[src/rtl/midori_round_ctrl.sv]
// Round sequencer for the Midori64 round-based datapath: block handshakes,
// load/enable/last strobes and round index. Optional PRNG: MIDORI_CTRL_PRNG_EN.
module midori_round_ctrl #(
  parameter int unsigned ROUNDS   = 16,
  parameter int unsigned SBOX_LAT = 2
) (
  input  logic        clk,
  input  logic        rst_n,
  input  logic        in_valid_i,
  output logic        in_ready_o,
  output logic        out_valid_o,
  input  logic        out_ready_i,
  output logic        dp_load_o,
  output logic        dp_en_o,
  output logic        dp_last_o,
  output logic [3:0]  round_o,
  output logic        busy_o
`ifdef MIDORI_CTRL_PRNG_EN
  ,
  input  logic [31:0] seed_i,
  output logic [31:0] rnd_o
`endif
);

  if (ROUNDS < 2 || ROUNDS > 16) begin : g_bad_rounds
    $error("midori_round_ctrl: ROUNDS must be in 2..16");
  end
  if (SBOX_LAT < 1 || SBOX_LAT > 8) begin : g_bad_lat
    $error("midori_round_ctrl: SBOX_LAT must be in 1..8");
  end

  localparam logic [3:0] LAST_RND = 4'(ROUNDS - 1);
  localparam logic [2:0] CNT_MAX  = 3'(SBOX_LAT - 1);

  typedef enum logic [1:0] {
    S_IDLE,
    S_RUN,
    S_DONE
  } state_e;

  state_e     state_q, state_d;
  logic [3:0] round_q, round_d;
  logic [2:0] cnt_q,   cnt_d;

  always_ff @(posedge clk or negedge rst_n) begin
    if (!rst_n) begin
      state_q <= S_IDLE;
      round_q <= '0;
      cnt_q   <= '0;
    end else begin
      state_q <= state_d;
      round_q <= round_d;
      cnt_q   <= cnt_d;
    end
  end

  always_comb begin
    state_d     = state_q;
    round_d     = round_q;
    cnt_d       = cnt_q;
    in_ready_o  = (state_q == S_IDLE);
    out_valid_o = (state_q == S_DONE);
    busy_o      = (state_q == S_RUN);
    dp_load_o   = in_valid_i & in_ready_o;
    dp_en_o     = busy_o & (cnt_q == CNT_MAX);
    dp_last_o   = busy_o & (round_q == LAST_RND);
    round_o     = round_q;

    case (state_q)
      S_IDLE: begin
        if (in_valid_i) begin
          state_d = S_RUN;
          round_d = '0;
          cnt_d   = '0;
        end
      end
      S_RUN: begin
        if (dp_en_o) begin
          cnt_d = '0;
          if (round_q == LAST_RND) state_d = S_DONE;
          else                     round_d = round_q + 4'd1;
        end else begin
          cnt_d = cnt_q + 3'd1;
        end
      end
      S_DONE: begin
        if (out_ready_i) begin
          state_d = S_IDLE;
          round_d = '0;
        end
      end
      default: begin
        state_d = S_IDLE;
        round_d = '0;
        cnt_d   = '0;
      end
    endcase
  end

`ifdef MIDORI_CTRL_PRNG_EN
  // Galois LFSR, x^32+x^22+x^2+x+1, shifting towards the MSB.
  localparam logic [31:0] LFSR_TAPS = 32'h0040_0007;

  logic [31:0] lfsr_q, lfsr_d;

  always_ff @(posedge clk or negedge rst_n) begin
    if (!rst_n) lfsr_q <= 32'h0000_0001;
    else        lfsr_q <= lfsr_d;
  end

  always_comb begin
    lfsr_d = lfsr_q;
    if (dp_load_o) begin
      lfsr_d = (seed_i == '0) ? 32'h0000_0001 : seed_i;
    end else if (busy_o) begin
      lfsr_d = {lfsr_q[30:0], 1'b0} ^ (lfsr_q[31] ? LFSR_TAPS : '0);
    end
  end

  assign rnd_o = lfsr_q;
`endif

endmodule
[config.mk]
export PLATFORM = sky130hd
export DESIGN_NAME = midori_round_ctrl
export DESIGN_NICKNAME = d
export VERILOG_FILES = /design/src/rtl/midori_round_ctrl.sv
export SDC_FILE = /design/constraint.sdc
export NUM_CORES = 1
export LEC_CHECK = 0
export CAP_MARGIN = 20
export CORE_ASPECT_RATIO = 1.25
export CORE_MARGIN = 3
export CORE_UTILIZATION = 30
export CTS_BUF_LIST = sky130_fd_sc_hd__clkbuf_4
export CTS_CLUSTER_SIZE = 25
export DETAILED_ROUTE_END_ITERATION = 8
export GPL_TIMING_DRIVEN = 0
export SLEW_MARGIN = 25
export SYNTH_ARGS = -nofsm -noshare
export SYNTH_HDL_FRONTEND = slang
export SYNTH_SLANG_ARGS = --single-unit
export TNS_END_PERCENT = 20
[constraint.sdc]
create_clock -name clk -period 1.8 [get_ports clk]
set_input_delay 0.36 -clock clk [delete_from_list [all_inputs] [get_ports clk]]
set_output_delay 0.36 -clock clk [all_outputs]
set_load 0.03 [all_outputs]
After elaboration in Yosys (flattened, before gate mapping)
Index checks and enable logic that the tools add are counted.

operators by class
  equal/unequal tests = 9
  muxes and demuxes = 13
  $add $sub $neg = 2
  bitwise logic cells = 4
  reductions and logical operators = 4

operators with widths
  operator                                                count
  2-to-1 mux 4 bit                                        4
  case mux 4 bit (3 select lines)                         1
  case mux 3 bit (3 select lines)                         1
  2-to-1 mux 2 bit                                        4
  AND reduction 4 bit                                     2
  2-to-1 mux 3 bit                                        2
  inequality test 2 bit (second input constant)           3
  case mux 2 bit (3 select lines)                         1
  adder 4 x 1 -> 4 bit (second input constant)            1
  equality test 4 bit (second input constant)             1
  inequality test 2 x 1 -> 1 bit (second input constant)  2
  adder 3 x 1 -> 3 bit (second input constant)            1
  AND 1 bit                                               3
  equality test 3 x 1 -> 1 bit (second input constant)    1
  equality test 2 x 1 -> 1 bit (second input constant)    1
  equality test 2 bit (second input constant)             1
  logical NOT 2 bit                                       1
  AND reduction 2 bit                                     1
  inverter 1 bit                                          1

storage, ports and cells
  output and inout port bits = 10
  flip-flop bits (word level) = 9
  logic and storage cells = 35
  input bits = 4

Logic depth before layout (Yosys ltp)
  depth after elaboration = 4
  gate-level depth with buffers = 6
  depth with buffers taken out = 6

Worst setup path after synthesis
No wires, ideal clock.

  path kind = flip-flop to output port
  start point = reg round_q[0], in the netlist round_o[0]
  end point = out dp_last_o
  arrival time = 1.390 ns
  buffers on the path = 0
  cell stages (with the launch flop) = 4
  slack = 0.050 ns
  required time = 1.440 ns
  cell sequence = dfrtp_1 > ha_1 > nand3_1 > nor2_1

on the way
  word-level cells in the longest chain between the ends = 2

ends and longest elaborated chain
  what                    RTL line  text
  start, declared         42        logic [3:0] round_q, round_d;
  start signal, assigned  52        round_q <= round_d;
  equality test 4 bit     66        dp_last_o = busy_o & (round_q == LAST_RND);
  AND 1 bit               66
  end, declared           15        output logic dp_last_o,

Every way passes these cells.

Worst setup path in the final report
  start point = reg round_q[3], in the netlist round_o[3]
  end point = out round_o[3]

RTL lines
  what           RTL line  text
  end, declared  16        output logic [3:0] round_o,

No word-level cell between the ends.

==> flow_results.xml <==
<?xml version="1.0" encoding="UTF-8"?>
<metrics>
  <group name="synthesis">
    <metric name="synth.top_cells.by_count" unit="">dfrtp_1 (9), nor2_1 (6), o21ai_0 (5)</metric>
    <metric name="yosysUniqueCellTypes" unit="">27</metric>
    <metric name="syn_area_per_cell" unit="sq um">10.1</metric>
    <metric name="synthMostInstantiatedCell" unit="">dfrtp_1</metric>
    <metric name="synthesis.area" unit="sq um">536</metric>
    <metric name="synth_warnings" unit="">0</metric>
    <metric name="dominant_cells_by_area_after_synthesis" unit="">dfrtp_1 (42%), ha_1 (7.0%), a221oi_4 (4.9%), o21ai_0 (4.7%), nor2_1 (4.2%)</metric>
    <metric name="synth-edff-count" unit="">0</metric>
    <metric name="synthDominantCellAreaShare" unit="%">42.1</metric>
    <metric name="synth_top_area_cell" unit="">dfrtp_1</metric>
    <metric name="synth-main-ff-cell" unit="">dfrtp_1</metric>
    <metric name="yosysSeqAreaShare" unit="%">42.1</metric>
    <metric name="syn-num-nets" unit="">60</metric>
    <metric name="ys_async_sr_fraction" unit="%">100</metric>
    <metric name="post_synth_inst_count" unit="">53</metric>
    <metric name="postSynthRegisterBits" unit="">9</metric>
  </group>
  <group name="routing">
    <metric name="drc_errors" unit="">0</metric>
    <metric name="avgViaCountPerCell" unit="">5.00</metric>
    <metric name="detail_route.wirelength" unit="um">1080</metric>
    <metric name="ant_nets" unit="">0</metric>
    <metric name="vias" unit="">440</metric>
    <metric name="drt_iter0_markers" unit="">2</metric>
    <metric name="drt_pass1_iterations" unit="">2</metric>
    <metric name="avgRoutedWirePerCell" unit="um">12.3</metric>
  </group>
  <group name="cts">
    <metric name="number_of_setup_buffers_added_after_cts" unit="">0</metric>
    <metric name="clock_tree.buffer_depth" unit="">2</metric>
    <metric name="cts.htree.levels" unit="">1</metric>
    <metric name="clkLatencyLatePin" unit="ps">260</metric>
    <metric name="clock_sinks" unit="">9</metric>
    <metric name="cts_hold_buf" unit="">0</metric>
    <metric name="library_cell_used_as_clock_root_buffer" unit="">clkbuf_4</metric>
    <metric name="cts_buffers" unit="">3</metric>
    <metric name="clk_transition_reported_paths" unit="ps">60</metric>
    <metric name="tritoncts_clock_tree" unit="">built</metric>
  </group>
  <group name="timing">
    <metric name="report.final.setup_viol" unit="">0</metric>
    <metric name="maxClockFrequency" unit="MHz">578</metric>
    <metric name="timing.slew.headroom" unit="%">72.3</metric>
    <metric name="setup_total_negative_slack" unit="ps">0</metric>
    <metric name="finalClockSkew" unit="ps">5.87</metric>
    <metric name="maxSlewViolCount" unit="">0</metric>
    <metric name="rsz0062_at_grt" unit="">yes</metric>
    <metric name="layout_setup_ws" unit="ps">71.3</metric>
    <metric name="timing_worst_slew_pin_value" unit="ps">414</metric>
    <metric name="finalHoldWorstSlack" unit="ps">398</metric>
    <metric name="period_minus_slack" unit="ps">1730</metric>
    <metric name="timing.final.hold_violations" unit="">0</metric>
    <metric name="period_share" unit="%">96.0</metric>
  </group>
  <group name="layout">
    <metric name="final_layout_size_suffix_gt1_share" unit="%">24.3</metric>
    <metric name="layout-area-overhead-vs-synth" unit="%">34.3</metric>
    <metric name="num_antenna_cells" unit="">0</metric>
    <metric name="nets" unit="">78</metric>
    <metric name="final_core_utilization" unit="%">44.4</metric>
  </group>
  <group name="grt">
    <metric name="antenna_violations_before_repair" unit="">0</metric>
    <metric name="grt_first_pass_wirelength" unit="um">1730</metric>
    <metric name="grt_overflow" unit="">0</metric>
    <metric name="grt_start_max_net_pins" unit="">10</metric>
    <metric name="grt_util_all_layers" unit="%">10.5</metric>
    <metric name="grt_pass1_vias" unit="">402</metric>
  </group>
  <group name="die">
    <metric name="top_level_ports" unit="">14</metric>
    <metric name="placeableCoreArea" unit="sq um">1620</metric>
    <metric name="die_w" unit="um">43.8</metric>
    <metric name="rows" unit="">16</metric>
    <metric name="initial_core_utilization" unit="%">33.0</metric>
    <metric name="die_footprint" unit="sq um">2330</metric>
    <metric name="die_height" unit="um">53.2</metric>
  </group>
  <group name="setup_path">
    <metric name="setup.worst_path.end_class" unit="">primary output</metric>
    <metric name="start_kind" unit="">register</metric>
    <metric name="timing.critical_path.slowest_stage_cell" unit="">clkdlybuf4s50_1</metric>
    <metric name="cpLargestDelayFamily" unit="">buffers and inverters</metric>
    <metric name="cpPeakStageDelay" unit="ps">700</metric>
    <metric name="worstPathArrival" unit="ps">1370</metric>
    <metric name="critical_path.cell_chain" unit="">clkdlybuf4s50_1</metric>
    <metric name="critPathBufInv" unit="">1</metric>
    <metric name="cp_data_required_time" unit="ps">1440</metric>
    <metric name="path_class" unit="">reg -&gt; out</metric>
    <metric name="path_max_fanout" unit="">5</metric>
  </group>
  <group name="worst_hold_path">
    <metric name="timing.hold.worst.class" unit="">in -&gt; async</metric>
  </group>
  <group name="pwr">
    <metric name="power_leakage" unit="nW">0.326</metric>
    <metric name="cellPowerDensity" unit="nW/um^2">1650</metric>
    <metric name="ir_worst_vdd" unit="mV">0.765</metric>
    <metric name="post-layout-total-power" unit="mW">1.18</metric>
  </group>
  <group name="placement">
    <metric name="numPortBuffers" unit="">13</metric>
    <metric name="place_ws" unit="ps">-207</metric>
    <metric name="hpwlAfterDp" unit="um">819</metric>
    <metric name="place.gp.congestion" unit="">0.735</metric>
  </group>
  <group name="run">
    <metric name="maxCapViolCount" unit="">0</metric>
  </group>
  <group name="run_status">
    <metric name="outcome" unit="">complete, no violations</metric>
  </group>
</metrics>
## per-stage QoR
| stage | area [sq um] | cells |
|---|---|---|
| after floorplan | 536 | 53 |
| final | 719 | 88 |
| after global routing | 719 | 88 |
| after global placement | 688 | 84 |
| after CTS | 709 | 88 |
| after detailed placement | 688 | 84 |
## worst paths after layout
kind / endpoint / start / cells after the start / slack, ps
worst max-delay path: round_o[3] / round_o[3] / 1 / 70
worst min-delay path: round_o[3] / rst_n / 1 / 400
min in group clk: state_q[0] / state_q[1] / 1 / 510
max in group asynchronous: round_o[0] / rst_n / 1 / 1080
worst min register to register: state_q[0] / state_q[1] / 1 / 510
worst max register to register: round_o[1] / cnt_q[1] / 6 / 230
## what timing repair did
item	CTS	global route
gates resized for setup	12	12
setup endpoints to repair	6	6
gates cloned	0	0
pin swaps	0	1
## cell usage in the layout (no fill, tap or decap)
cell / instances
dlymetal6s2s_1: 1
nand3_1: 1
ha_2: 1
clkdlybuf4s15_1: 1
dlygate4sd2_1: 2
a221oi_4: 1
nor4_1: 1
nand3b_1: 1
nand2_1: 4
nor2b_1: 1
and3_1: 1
o21ai_2: 1
inv_4: 1
dfrtp_2: 1
buf_4: 1
dfrtp_1: 8
o21ai_0: 5
clkbuf_4: 6
inv_1: 2
nand2b_2: 1
a21oi_1: 3
clkdlybuf4s50_1: 6
a311oi_1: 1
mux2i_1: 1
a21o_1: 1
nor2_4: 1
a41o_1: 1
nor3b_2: 1
nand4_1: 2
nand2b_4: 1
clkbuf_2: 1
a21boi_1: 1
a32o_1: 1
nor2_1: 5
ha_1: 2
and2_1: 1
## logic make-up after synthesis
family / after synthesis / share of synthesized area, %
mux: 1 / 1.87
compound gates: 15 / 22.2
flops: 9 / 42.1
buf+inv: 4 / 3.97
fa+ha+maj: 3 / 7.01
simple gates: 21 / 22.9
## state kept, by name, indices dropped and copies added, names as in the netlist
name	cells
cnt_q	3
round_o	4
state_q	2
## report_power, final
| part | internal [mW] | switching, mW | leakage, nW |
|---|---|---|---|
| sequential | 0.289 | 0.0925 | 0.107 |
| clock | 0.100 | 0.0682 | 0.0184 |
| combinational | 0.276 | 0.358 | 0.201 |
## metal layers
| metal | vias up | GRT usage (%) | share of wire [%] |
|---|---|---|---|
| li1 | 233 | - | - |
| met1 | 197 | 13.2 | 47 |
| met3 | 2 | 6.80 | 5.7 |
| met5 | - | 0 | 0 |
| met2 | 8 | 14.6 | 46 |
| met4 | 0 | 3.02 | 1.1 |
## cell type report
class / instances / area, sq um
well taps: 18 / 22.5
multi-input cells: 40 / 299
clock buffers: 4 / 30.0
plain buffers: 1 / 7.51
fillers: 150 / 902
inverters: 3 / 13.8
repair buffers: 13 / 120
flip-flops and latches: 9 / 226
No activity file was read; power rests on OpenSTA's default activity.
